<file path="src/rtl/ucsbece154b_pht_ctrl_if.sv">
// Core/PHT-side bundle for the GShare PHT controller.
// The slave modport is the controller; the master modport is the fetch/execute pipe plus the PHT macro.
interface ucsbece154b_pht_ctrl_if #(
    parameter int GHR_BITS = 5
);
    logic                lkp_valid_i;
    logic [31:0]         lkp_pc_i;
    logic                lkp_ready_o;
    logic                lkp_rsp_valid_o;
    logic                lkp_taken_o;
    logic [GHR_BITS-1:0] lkp_idx_o;
    logic [GHR_BITS-1:0] lkp_ghr_o;

    logic                upd_valid_i;
    logic                upd_ready_o;
    logic [GHR_BITS-1:0] upd_idx_i;
    logic                upd_taken_i;
    logic                upd_mispred_i;
    logic [GHR_BITS-1:0] upd_ghr_i;

    logic                pht_en_o;
    logic                pht_we_o;
    logic [GHR_BITS-1:0] pht_addr_o;
    logic [1:0]          pht_wdata_o;
    logic [1:0]          pht_rdata_i;

    modport slave (
        input  lkp_valid_i, lkp_pc_i,
        output lkp_ready_o, lkp_rsp_valid_o, lkp_taken_o, lkp_idx_o, lkp_ghr_o,
        input  upd_valid_i, upd_idx_i, upd_taken_i, upd_mispred_i, upd_ghr_i,
        output upd_ready_o,
        output pht_en_o, pht_we_o, pht_addr_o, pht_wdata_o,
        input  pht_rdata_i
    );

    modport master (
        output lkp_valid_i, lkp_pc_i,
        input  lkp_ready_o, lkp_rsp_valid_o, lkp_taken_o, lkp_idx_o, lkp_ghr_o,
        output upd_valid_i, upd_idx_i, upd_taken_i, upd_mispred_i, upd_ghr_i,
        input  upd_ready_o,
        input  pht_en_o, pht_we_o, pht_addr_o, pht_wdata_o,
        output pht_rdata_i
    );
endinterface

</file>
<file path="src/rtl/ucsbece154b_pht_ctrl.sv">
// GShare PHT port arbiter + GHR owner: lookups answer 1 cycle after grant, updates are queued and done as 2-cycle RMWs.
// Lookups stall only while the update FIFO is full or an RMW write is in flight; PHT_INIT_SWEEP_EN adds a post-reset init sweep.
module ucsbece154b_pht_ctrl #(
    parameter int         GHR_BITS  = 5,
    parameter int         UPD_DEPTH = 2,
    parameter logic [1:0] CNT_INIT  = 2'b01
) (
    input  logic                  clk,
    input  logic                  reset,
    ucsbece154b_pht_ctrl_if.slave bus
);
    localparam int PW = $clog2(UPD_DEPTH);
    localparam logic [PW:0] DEPTH_L = UPD_DEPTH[PW:0];

    localparam logic [1:0] S_IDLE   = 2'd0;
    localparam logic [1:0] S_UPD_WR = 2'd1;
`ifdef PHT_INIT_SWEEP_EN
    localparam logic [1:0] S_INIT   = 2'd2;
    logic [GHR_BITS-1:0] r_init_addr;
`else
    logic w_unused_init;
    assign w_unused_init = ^CNT_INIT;
`endif

    logic [1:0]          r_state, w_state_nxt;
    logic [GHR_BITS-1:0] r_ghr, w_ghr_eff, w_idx;
    logic [GHR_BITS-1:0] r_lkp_idx, r_lkp_ghr;
    logic                r_rsp_vld;

    logic [GHR_BITS-1:0] r_fifo_idx [UPD_DEPTH];
    logic                r_fifo_tkn [UPD_DEPTH];
    logic [PW:0]         r_wptr, r_rptr, w_count;
    logic [GHR_BITS-1:0] w_head_idx;
    logic                w_head_tkn;
    logic                w_full, w_empty, w_push, w_pop, w_grant, w_init, w_upd_rdy;

    logic                w_en, w_we;
    logic [GHR_BITS-1:0] w_addr;
    logic [1:0]          w_wdata, w_sat, w_rd;
    logic                w_unused_pc;

    assign w_unused_pc = ^{bus.lkp_pc_i[31:GHR_BITS+2], bus.lkp_pc_i[1:0]};

    assign w_count    = r_wptr - r_rptr;
    assign w_full     = (w_count == DEPTH_L);
    assign w_empty    = (r_wptr == r_rptr);
    assign w_head_idx = r_fifo_idx[r_rptr[PW-1:0]];
    assign w_head_tkn = r_fifo_tkn[r_rptr[PW-1:0]];
`ifdef PHT_INIT_SWEEP_EN
    assign w_init     = (r_state == S_INIT);
`else
    assign w_init     = 1'b0;
`endif
    assign w_upd_rdy  = !w_full && !w_init;
    assign w_push     = bus.upd_valid_i && w_upd_rdy;

    // The response arriving this cycle shifts the GHR at the clock edge; a back-to-back lookup must already see it.
    assign w_ghr_eff = r_rsp_vld ? {r_ghr[GHR_BITS-2:0], bus.pht_rdata_i[1]} : r_ghr;
    assign w_idx     = bus.lkp_pc_i[GHR_BITS+1:2] ^ w_ghr_eff;

    assign w_rd  = bus.pht_rdata_i;
    assign w_sat = w_head_tkn ? ((w_rd == 2'b11) ? 2'b11 : w_rd + 2'b01)
                              : ((w_rd == 2'b00) ? 2'b00 : w_rd - 2'b01);

    always_comb begin
        w_state_nxt = r_state;
        w_en        = 1'b0;
        w_we        = 1'b0;
        w_addr      = '0;
        w_wdata     = 2'b00;
        w_grant     = 1'b0;
        w_pop       = 1'b0;
        case (r_state)
            S_IDLE: begin
                if (w_full) begin
                    w_en        = 1'b1;
                    w_addr      = w_head_idx;
                    w_state_nxt = S_UPD_WR;
                end else if (bus.lkp_valid_i) begin
                    w_en    = 1'b1;
                    w_grant = 1'b1;
                    w_addr  = w_idx;
                end else if (!w_empty) begin
                    w_en        = 1'b1;
                    w_addr      = w_head_idx;
                    w_state_nxt = S_UPD_WR;
                end
            end
            S_UPD_WR: begin
                w_en        = 1'b1;
                w_we        = 1'b1;
                w_addr      = w_head_idx;
                w_wdata     = w_sat;
                w_pop       = 1'b1;
                w_state_nxt = S_IDLE;
            end
`ifdef PHT_INIT_SWEEP_EN
            S_INIT: begin
                w_en    = 1'b1;
                w_we    = 1'b1;
                w_addr  = r_init_addr;
                w_wdata = CNT_INIT;
                if (&r_init_addr) w_state_nxt = S_IDLE;
            end
`endif
            default: w_state_nxt = S_IDLE;
        endcase
    end

    always_ff @(posedge clk or negedge reset) begin
        if (!reset) begin
`ifdef PHT_INIT_SWEEP_EN
            r_state     <= S_INIT;
            r_init_addr <= '0;
`else
            r_state     <= S_IDLE;
`endif
            r_wptr    <= '0;
            r_rptr    <= '0;
            r_rsp_vld <= 1'b0;
            r_lkp_idx <= '0;
            r_lkp_ghr <= '0;
            r_ghr     <= '0;
        end else begin
            r_state   <= w_state_nxt;
`ifdef PHT_INIT_SWEEP_EN
            if (w_init) r_init_addr <= r_init_addr + 1'b1;
`endif
            if (w_push) r_wptr <= r_wptr + 1'b1;
            if (w_pop)  r_rptr <= r_rptr + 1'b1;
            r_rsp_vld <= w_grant;
            if (w_grant) begin
                r_lkp_idx <= w_idx;
                r_lkp_ghr <= w_ghr_eff;
            end
            // A mispredict restore wins over the speculative shift from a response in the same cycle.
            if (w_push && bus.upd_mispred_i)
                r_ghr <= {bus.upd_ghr_i[GHR_BITS-2:0], bus.upd_taken_i};
            else if (r_rsp_vld)
                r_ghr <= {r_ghr[GHR_BITS-2:0], bus.pht_rdata_i[1]};
        end
    end

    always_ff @(posedge clk) begin
        if (w_push) begin
            r_fifo_idx[r_wptr[PW-1:0]] <= bus.upd_idx_i;
            r_fifo_tkn[r_wptr[PW-1:0]] <= bus.upd_taken_i;
        end
    end

    assign bus.lkp_ready_o     = w_grant;
    assign bus.lkp_rsp_valid_o = r_rsp_vld;
    assign bus.lkp_taken_o     = r_rsp_vld & bus.pht_rdata_i[1];
    assign bus.lkp_idx_o       = r_lkp_idx;
    assign bus.lkp_ghr_o       = r_lkp_ghr;
    assign bus.upd_ready_o     = w_upd_rdy;
    assign bus.pht_en_o        = w_en;
    assign bus.pht_we_o        = w_we;
    assign bus.pht_addr_o      = w_addr;
    assign bus.pht_wdata_o     = w_wdata;
endmodule
</file>
<file path="src/flat_wrapper.sv">
// flat-port wrapper written by rule: the top's interface ports become plain ports
module ucsbece154b_pht_ctrl_flat 
#(
    parameter int         GHR_BITS  = 5,
    parameter int         UPD_DEPTH = 2,
    parameter logic [1:0] CNT_INIT  = 2'b01
)
  (clk, reset, bus_lkp_valid_i, bus_lkp_pc_i, bus_lkp_ready_o, bus_lkp_rsp_valid_o, bus_lkp_taken_o, bus_lkp_idx_o, bus_lkp_ghr_o, bus_upd_valid_i, bus_upd_idx_i, bus_upd_taken_i, bus_upd_mispred_i, bus_upd_ghr_i, bus_upd_ready_o, bus_pht_en_o, bus_pht_we_o, bus_pht_addr_o, bus_pht_wdata_o, bus_pht_rdata_i);
  ucsbece154b_pht_ctrl_if #(.GHR_BITS(GHR_BITS)) bus_i ();
  input  logic clk;
  input  logic reset;
  input wire logic [$bits(bus_i.lkp_valid_i)-1:0] bus_lkp_valid_i;
  input wire logic [$bits(bus_i.lkp_pc_i)-1:0] bus_lkp_pc_i;
  output wire logic [$bits(bus_i.lkp_ready_o)-1:0] bus_lkp_ready_o;
  output wire logic [$bits(bus_i.lkp_rsp_valid_o)-1:0] bus_lkp_rsp_valid_o;
  output wire logic [$bits(bus_i.lkp_taken_o)-1:0] bus_lkp_taken_o;
  output wire logic [$bits(bus_i.lkp_idx_o)-1:0] bus_lkp_idx_o;
  output wire logic [$bits(bus_i.lkp_ghr_o)-1:0] bus_lkp_ghr_o;
  input wire logic [$bits(bus_i.upd_valid_i)-1:0] bus_upd_valid_i;
  input wire logic [$bits(bus_i.upd_idx_i)-1:0] bus_upd_idx_i;
  input wire logic [$bits(bus_i.upd_taken_i)-1:0] bus_upd_taken_i;
  input wire logic [$bits(bus_i.upd_mispred_i)-1:0] bus_upd_mispred_i;
  input wire logic [$bits(bus_i.upd_ghr_i)-1:0] bus_upd_ghr_i;
  output wire logic [$bits(bus_i.upd_ready_o)-1:0] bus_upd_ready_o;
  output wire logic [$bits(bus_i.pht_en_o)-1:0] bus_pht_en_o;
  output wire logic [$bits(bus_i.pht_we_o)-1:0] bus_pht_we_o;
  output wire logic [$bits(bus_i.pht_addr_o)-1:0] bus_pht_addr_o;
  output wire logic [$bits(bus_i.pht_wdata_o)-1:0] bus_pht_wdata_o;
  input wire logic [$bits(bus_i.pht_rdata_i)-1:0] bus_pht_rdata_i;
  assign bus_i.lkp_valid_i = bus_lkp_valid_i;
  assign bus_i.lkp_pc_i = bus_lkp_pc_i;
  assign bus_lkp_ready_o = bus_i.lkp_ready_o;
  assign bus_lkp_rsp_valid_o = bus_i.lkp_rsp_valid_o;
  assign bus_lkp_taken_o = bus_i.lkp_taken_o;
  assign bus_lkp_idx_o = bus_i.lkp_idx_o;
  assign bus_lkp_ghr_o = bus_i.lkp_ghr_o;
  assign bus_i.upd_valid_i = bus_upd_valid_i;
  assign bus_i.upd_idx_i = bus_upd_idx_i;
  assign bus_i.upd_taken_i = bus_upd_taken_i;
  assign bus_i.upd_mispred_i = bus_upd_mispred_i;
  assign bus_i.upd_ghr_i = bus_upd_ghr_i;
  assign bus_upd_ready_o = bus_i.upd_ready_o;
  assign bus_pht_en_o = bus_i.pht_en_o;
  assign bus_pht_we_o = bus_i.pht_we_o;
  assign bus_pht_addr_o = bus_i.pht_addr_o;
  assign bus_pht_wdata_o = bus_i.pht_wdata_o;
  assign bus_i.pht_rdata_i = bus_pht_rdata_i;
  ucsbece154b_pht_ctrl #(.GHR_BITS(GHR_BITS), .UPD_DEPTH(UPD_DEPTH), .CNT_INIT(CNT_INIT)) u_core (.clk(clk), .reset(reset), .bus(bus_i));
endmodule
</file>
<file path="config.mk">
export PLATFORM = sky130hd
export DESIGN_NAME = ucsbece154b_pht_ctrl_flat
export DESIGN_NICKNAME = d
export VERILOG_FILES = /design/src/rtl/ucsbece154b_pht_ctrl_if.sv /design/src/rtl/ucsbece154b_pht_ctrl.sv /design/src/flat_wrapper.sv
export SDC_FILE = /design/constraint.sdc
export NUM_CORES = 1
export LEC_CHECK = 0
export CORE_MARGIN = 4
export CORE_UTILIZATION = 35
export CTS_CLUSTER_DIAMETER = 50
export DETAILED_ROUTE_END_ITERATION = 8
export DONT_BUFFER_PORTS = 1
export MAX_ROUTING_LAYER = met4
export PLACE_DENSITY_LB_ADDON = 0.3
export SLEW_MARGIN = 10
export SYNTH_ARGS = -nofsm -noshare
export SYNTH_HDL_FRONTEND = slang
export SYNTH_SLANG_ARGS = --single-unit
</file>
<file path="constraint.sdc">
create_clock -name clk -period 2 [get_ports clk]
set_input_delay 0.1 -clock clk [delete_from_list [all_inputs] [get_ports clk]]
set_output_delay 0.1 -clock clk [all_outputs]
set_load 0.005 [all_outputs]
</file>
==> flow_summary_export.csv, run 1 <==
group,metric,value,unit
cts,cts.sinks,33,
cts,tritoncts,"built",
place,io_buffers,0,
synth,synth_ff_type,"dfrtp_1",
power,power.leakage,0.7374,nW
cells_and_area,fillers,433,
timing,hold_viol,0,
global_routing,grt_max_degree,22,
run,drv_cap,0,
synth,synth_nets,160,
timing,worstMarginPinSlew,0.9473,ns
place,pre_cts_ws,0.2573,ns
cts,clock_path_buffers,2,
cells_and_area,final_nets,179,
drt,ant_nets,0,
cells_and_area,areaGrowthSynthToFinish,15.64,%
floorplanning,die_h,74.77,um
drt,post_drt_wl_per_cell,16.79,um
cts,clk_latency,0.28,ns
timing,setup_tns,0,ns
setup_path,critPathKind,"reg2out",
outcome,status,"finished clean",
drt,first_pass_iters,4,
synth,ys_types,28,
cells_and_area,layout_commonest_cell,"dfrtp_1",
timing,setup_viol,0,
timing,skew,0.009267,ns
setup_path,critPathCaptureType,"output pin",
global_routing,track_usage,11.97,%
setup_path,cp_max_fo,6,
floorplanning,coreArea,4324,um^2
synth,synth-edff-count,12,
synth,mappedNetlistArea,1560,um^2
floorplanning,start_util,36.08,%
synth,synth_seq_cells,33,
synth,yosysWarnings,0,
synth,async_flop_share,63.64,%
timing,period_needed,1.873,ns
place,place_area,1602,um^2
cts,cts-resized-gates,0,
timing,fmax,0.5339,GHz
floorplanning,die_w,74.77,um
timing,drv_slew,0,
synth,syn_area_per_cell,14.18,um^2
global_routing,overflow,0,
global_routing,grt_antenna_before_repair,0,
cts,cts_buffers,5,
power,power.density,1731,nW/um^2
cts,cts_setup_buffers,0,
cells_and_area,design_area,1804,um^2
cts,clk_pin_slew,0.07,ns
cells_and_area,final_util,41.72,%
floorplanning,boundaryPins,73,
timing,relSlewSlack,36.64,%
cells_and_area,layout_common_cells,"21 x dfrtp_1, 12 x dlygate4sd3_1, 12 x edfxtp_1, 11 x mux2_2, 11 x mux2i_1",
timing,rsz0062_at_grt,"false",
cells_and_area,antenna_cells,0,
drt,routed_wl,3055,um
global_routing,grt_pass1_wl,4761,um
setup_path,critPathRequiredTime,1.90,ns
min_path,hold_class,"in2reg",
drt,drc_errors,0,
setup_path,critPathLaunchType,"register",
synth,ys_seq_area_share,56.78,%
cts,ctsHoldBuffers,12,
power,vdd_drop_max,0.8604,mV
global_routing,grt_pass1_vias,958,
timing,setup_slack,0.1271,ns
cells_and_area,drive_gt1_share,23.85,%
place,hpwl,2337,um
drt,drtIter0Drc,12,
synth,synth_cells,110,
cts,htreeDepth,2,
floorplanning,rows,24,
place,gp_congestion,0.7419,
drt,via_per_inst,5.011,
timing,finalCritPeriodShare,93.64,%
cts,clock-root-buffer,"clkbuf_8",
floorplanning,dieArea,5590,um^2
setup_path,worstPathArrival,1.77,ns
drt,vias,912,
==> logic make-up after synthesis <==
| logic type | Yosys count | synth area share (%) |
|---|---|---|
| xor+xnor | 13 | 8.261 |
| compound gates | 14 | 7.137 |
| mux | 26 | 18.85 |
| simple gates | 12 | 3.448 |
| flops | 33 | 56.78 |
| buf+inv | 12 | 5.533 |
==> metal layers <==
layer	global-route usage [%]	vias to the layer above	routed length [um]
li1	-	425	-
met1	13.76	456	1232
met2	19.71	29	1558
met3	5.073	2	255
met4	2.372	0	8
met5	-	-	0
==> per-stage QoR <==
step | power, mW | hold WS (ns) | std cells
6_report | 3.124 | 0.04874 | 182
5_1_grt | 3.356 | 0.06366 | 182
4_1_cts | 3.166 | 0.04827 | 182
3_5_place_dp | 2.654 | -0.1951 | 162
3_3_place_gp | 2.610 | -0.1951 | 162
2_1_floorplan | 2.415 | -0.1956 | 110
==> final cells by class <==
cell class              count  area [um^2]  share of cell area, %
flip-flops and latches     33        885.9                  49.10
repair buffers             16        150.1                  8.322
multi-input cells          65        588.1                  32.59
inverters                   8        32.53                  1.803
well taps                  52        65.06                  3.606
clock buffers               6        72.57                  4.022
clock inverters             2        10.01                 0.5548
==> critical path, stage by stage, from the launching register on <==
cell and delay [ns]:
dfrtp_1 0.53, xor2_1 0.36, nor3_1 0.18, o32ai_1 0.42
==> power breakdown <==
part | leakage, nW | total [mW] | switching [mW] | internal (mW)
Combinational | 0.333 | 1.40 | 0.715 | 0.682
Sequential | 0.359 | 1.25 | 0.233 | 1.02
Clock | 0.0450 | 0.473 | 0.232 | 0.241
==> sequential cells by signal, indices dropped and copies added, names as in the netlist <==
| name | flops |
|---|---|
| u_core.r_fifo_idx | 10 |
| u_core.bus.lkp_ghr_o | 5 |
| u_core.bus.lkp_idx_o | 5 |
| u_core.r_ghr | 5 |
| u_core.r_fifo_tkn | 2 |
| u_core.r_rptr | 2 |
| u_core.r_wptr | 2 |
| u_core.bus.lkp_rsp_valid_o | 1 |
| u_core.r_state | 1 |
==> cells in the mapped netlist (all sizes together) (2+ instances only) <==
cell type | instances | area [um^2]
mux2 | 15 | 183.9
nor2 | 5 | 18.77
xor2 | 3 | 33.79
mux2i | 11 | 110.1
o21a | 2 | 15.01
a21oi | 2 | 10.01
o32ai | 5 | 43.79
dfrtp | 21 | 525.5
clkbuf | 2 | 18.76
nand2 | 4 | 15.01
xnor2 | 10 | 95.10
inv | 8 | 32.54
edfxtp | 12 | 360.4
buf | 2 | 35.03
==> worst paths after layout <==
check                                        start                      end  slack [ns]  cells past startpoint
setup reg to reg                  u_core.r_rptr[0]  u_core.r_fifo_idx[0][0]        0.21                      4
max in group asynchronous                    reset  u_core.bus.lkp_idx_o[1]        1.00                      1
hold reg to reg            u_core.bus.lkp_ghr_o[4]  u_core.bus.lkp_ghr_o[4]        0.55                      1
setup / recovery                  u_core.r_rptr[0]        bus_pht_addr_o[1]        0.13                      3
min in group asynchronous                    reset  u_core.bus.lkp_ghr_o[3]        0.42                      1
hold / removal                     bus_upd_valid_i         u_core.r_wptr[1]        0.05                      2
Power figures use the tool's default switching activity.
==> inputs of run 2 (changes only) <==
--- a/config.mk
+++ b/config.mk
@@ -6,7 +6,7 @@
 export NUM_CORES = 1
 export LEC_CHECK = 0
 export CORE_MARGIN = 4
-export CORE_UTILIZATION = 35
+export CORE_UTILIZATION = 60
 export CTS_CLUSTER_DIAMETER = 50
 export DETAILED_ROUTE_END_ITERATION = 8
 export DONT_BUFFER_PORTS = 1
==> run 2 against run 1 <==
First-iteration DRC count increased to 3.8 times the previous value; sequential share of layout area is 0.31 points higher; flip-flop and latch count unchanged; register-to-register slack gained 0.10 ns; die area decreased by 38%; clock skew increased by 0.0037 ns; count of clock-buffer cells in the layout unchanged; final area is 0.49% lower; worst setup slack improved by 0.078 ns; sequential power hardly changed; global-route usage rose by 8.3 points; critical endpoint is now bus_pht_addr_o[3].
==> flow_summary_export.csv, run 2 (synthesized netlist as in run 1, its figures left out) <==
group,metric,value,unit
drt,vias,916,
floorplanning,coreArea,2477,um^2
setup_path,crit-reg2reg-launch,"u_core.r_rptr[0]",
cells_and_area,design_area,1795,um^2
cells_and_area,final_nets,180,
power,power.density,1755,nW/um^2
place,io_buffers,0,
setup_path,critPathCaptureType,"output pin",
floorplanning,start_util,62.98,%
global_routing,overflow,0,
timing,setup_viol,0,
setup_path,critPathLaunchType,"register",
cts,clk_latency,0.33,ns
floorplanning,die_h,59.00,um
cells_and_area,layout_commonest_cell,"dfrtp_1",
floorplanning,rows,18,
drt,drtIter0Drc,46,
drt,first_pass_iters,4,
timing,rsz0062_at_grt,"false",
global_routing,grt.met3_usage,8.715,%
global_routing,met2_usage,33.12,%
floorplanning,boundaryPins,73,
cells_and_area,final_util,72.47,%
timing,fmax,0.5573,GHz
cts,clock_path_buffers,2,
cts,cts.sinks,33,
setup_path,crit_start,"u_core.r_rptr[0]",
setup_path,critPathRequiredTime,1.90,ns
cts,clock-root-buffer,"clkbuf_4",
setup_path,critPathKind,"reg2out",
global_routing,grt_max_degree,22,
place,gp_congestion,0.8283,
drt,post_drt_wl_per_cell,19.06,um
cells_and_area,antenna_cells,0,
drt,routed_wl,3068,um
timing,finalCritPeriodShare,89.72,%
power,p_total,3.151,mW
timing,drv_slew,0,
cells_and_area,drive_gt1_share,24.43,%
cts,clk_pin_slew,0.10,ns
global_routing,grt_pass1_vias,989,
place,place_area,1567,um^2
global_routing,top_usage_layer,"met2",
cts,cts_buffers,5,
cts,tritoncts,"built",
timing,worstMarginPinSlew,0.9398,ns
setup_path,worstRegToRegCells,3,
timing,period_needed,1.794,ns
setup_path,rr_endpoint,"u_core.r_ghr[4]",
power,power.leakage,0.7371,nW
global_routing,grtUsageMet1,22.82,%
cells_and_area,layout_common_cells,"20 x dfrtp_1, 14 x dlygate4sd3_1, 12 x edfxtp_1, 11 x mux2_2, 11 x mux2i_1",
cells_and_area,largest_register_ffs,10,
run,drv_cap,0,
floorplanning,die_w,59.00,um
setup_path,worstPathArrival,1.69,ns
floorplanning,dieArea,3480,um^2
global_routing,track_usage,20.24,%
global_routing,grt_antenna_before_repair,0,
power,vdd_drop_max,1.393,mV
outcome,status,"finished clean",
timing,setup_tns,0,ns
global_routing,grt_pass1_wl,4836,um
setup_path,reg2reg_slack,0.31,ns
cts,htreeDepth,2,
timing,relSlewSlack,37.14,%
setup_path,cp_max_fo,6,
drt,via_per_inst,5.689,
drt,drc_errors,0,
cts,cts_setup_buffers,0,
min_path,hold_class,"in2reg",
timing,hold_slack,0.009739,ns
drt,ant_nets,0,
setup_path,crit_path_end,"bus_pht_addr_o[3]",
timing,skew,0.01298,ns
cells_and_area,areaGrowthSynthToFinish,15.08,%
timing,hold_viol,0,
place,hpwl,2131,um
## run 2: changes by cell type in the layout (fill, tap and decap cells not counted), sizes merged
cell,delta
bufinv,+1
buf,-1
dlygate4sd3,+2
clkinv,-1
## run 2: worst min-delay path by stage
stage	end	slack, ns	cells past startpoint	startpoint
CTS	u_core.bus.lkp_idx_o[1]	0.0001	2	bus_lkp_pc_i[3]
finish	u_core.r_wptr[0]	0.01	2	bus_upd_valid_i
global placement	u_core.bus.lkp_rsp_valid_o	-0.20	0	reset
floorplan	u_core.bus.lkp_ghr_o[0]	-0.20	0	reset
detailed placement	u_core.bus.lkp_ghr_o[1]	-0.20	0	reset
global route	u_core.bus.lkp_idx_o[0]	0.03	2	bus_lkp_pc_i[2]
## run 2: report_power, final
group          leakage (nW)  internal, mW  switching (mW)
combinational         0.339         0.688           0.732
clock                0.0399         0.260           0.208
sequential            0.358          1.02           0.242
## run 2: cell type report
cell class / count / area (um^2)
multi-input cells: 65 / 600.6
clock buffers: 6 / 41.29
clock inverters: 2 / 33.78
fillers: 168 / 681.9
repair buffers: 17 / 162.7
flip-flops and latches: 33 / 887.1
inverters: 8 / 32.53
well taps: 30 / 37.54
## run 2: stage by stage
step | worst slack [ns] | std cells
after floorplan | 0.3628 | 110
after detailed placement | 0.2396 | 139
final | 0.2055 | 161
after global routing | 0.08801 | 161
after global placement | 0.3093 | 139
after CTS | 0.02247 | 160
## run 2: layer usage
| layer | vias to the layer above | part of all wire (%) |
|---|---|---|
| met5 | - | 0 |
| met4 | 0 | 0.88 |
| met3 | 4 | 7.4 |
| met2 | 31 | 52 |
| met1 | 452 | 40 |
| li1 | 429 | - |
## run 2: critical path: stages (launching register included)
cell and delay, ns:
dfrtp_2 0.50, xnor2_2 0.28, nor2_1 0.15, o32ai_1 0.43
## run 2: timing repair
item / in CTS / in global routing
resized for setup: 0 / 3
hold buffers: 13 / 1
endpoints found under the setup margin: 0 / 5
endpoints found under the hold margin: 40 / 1
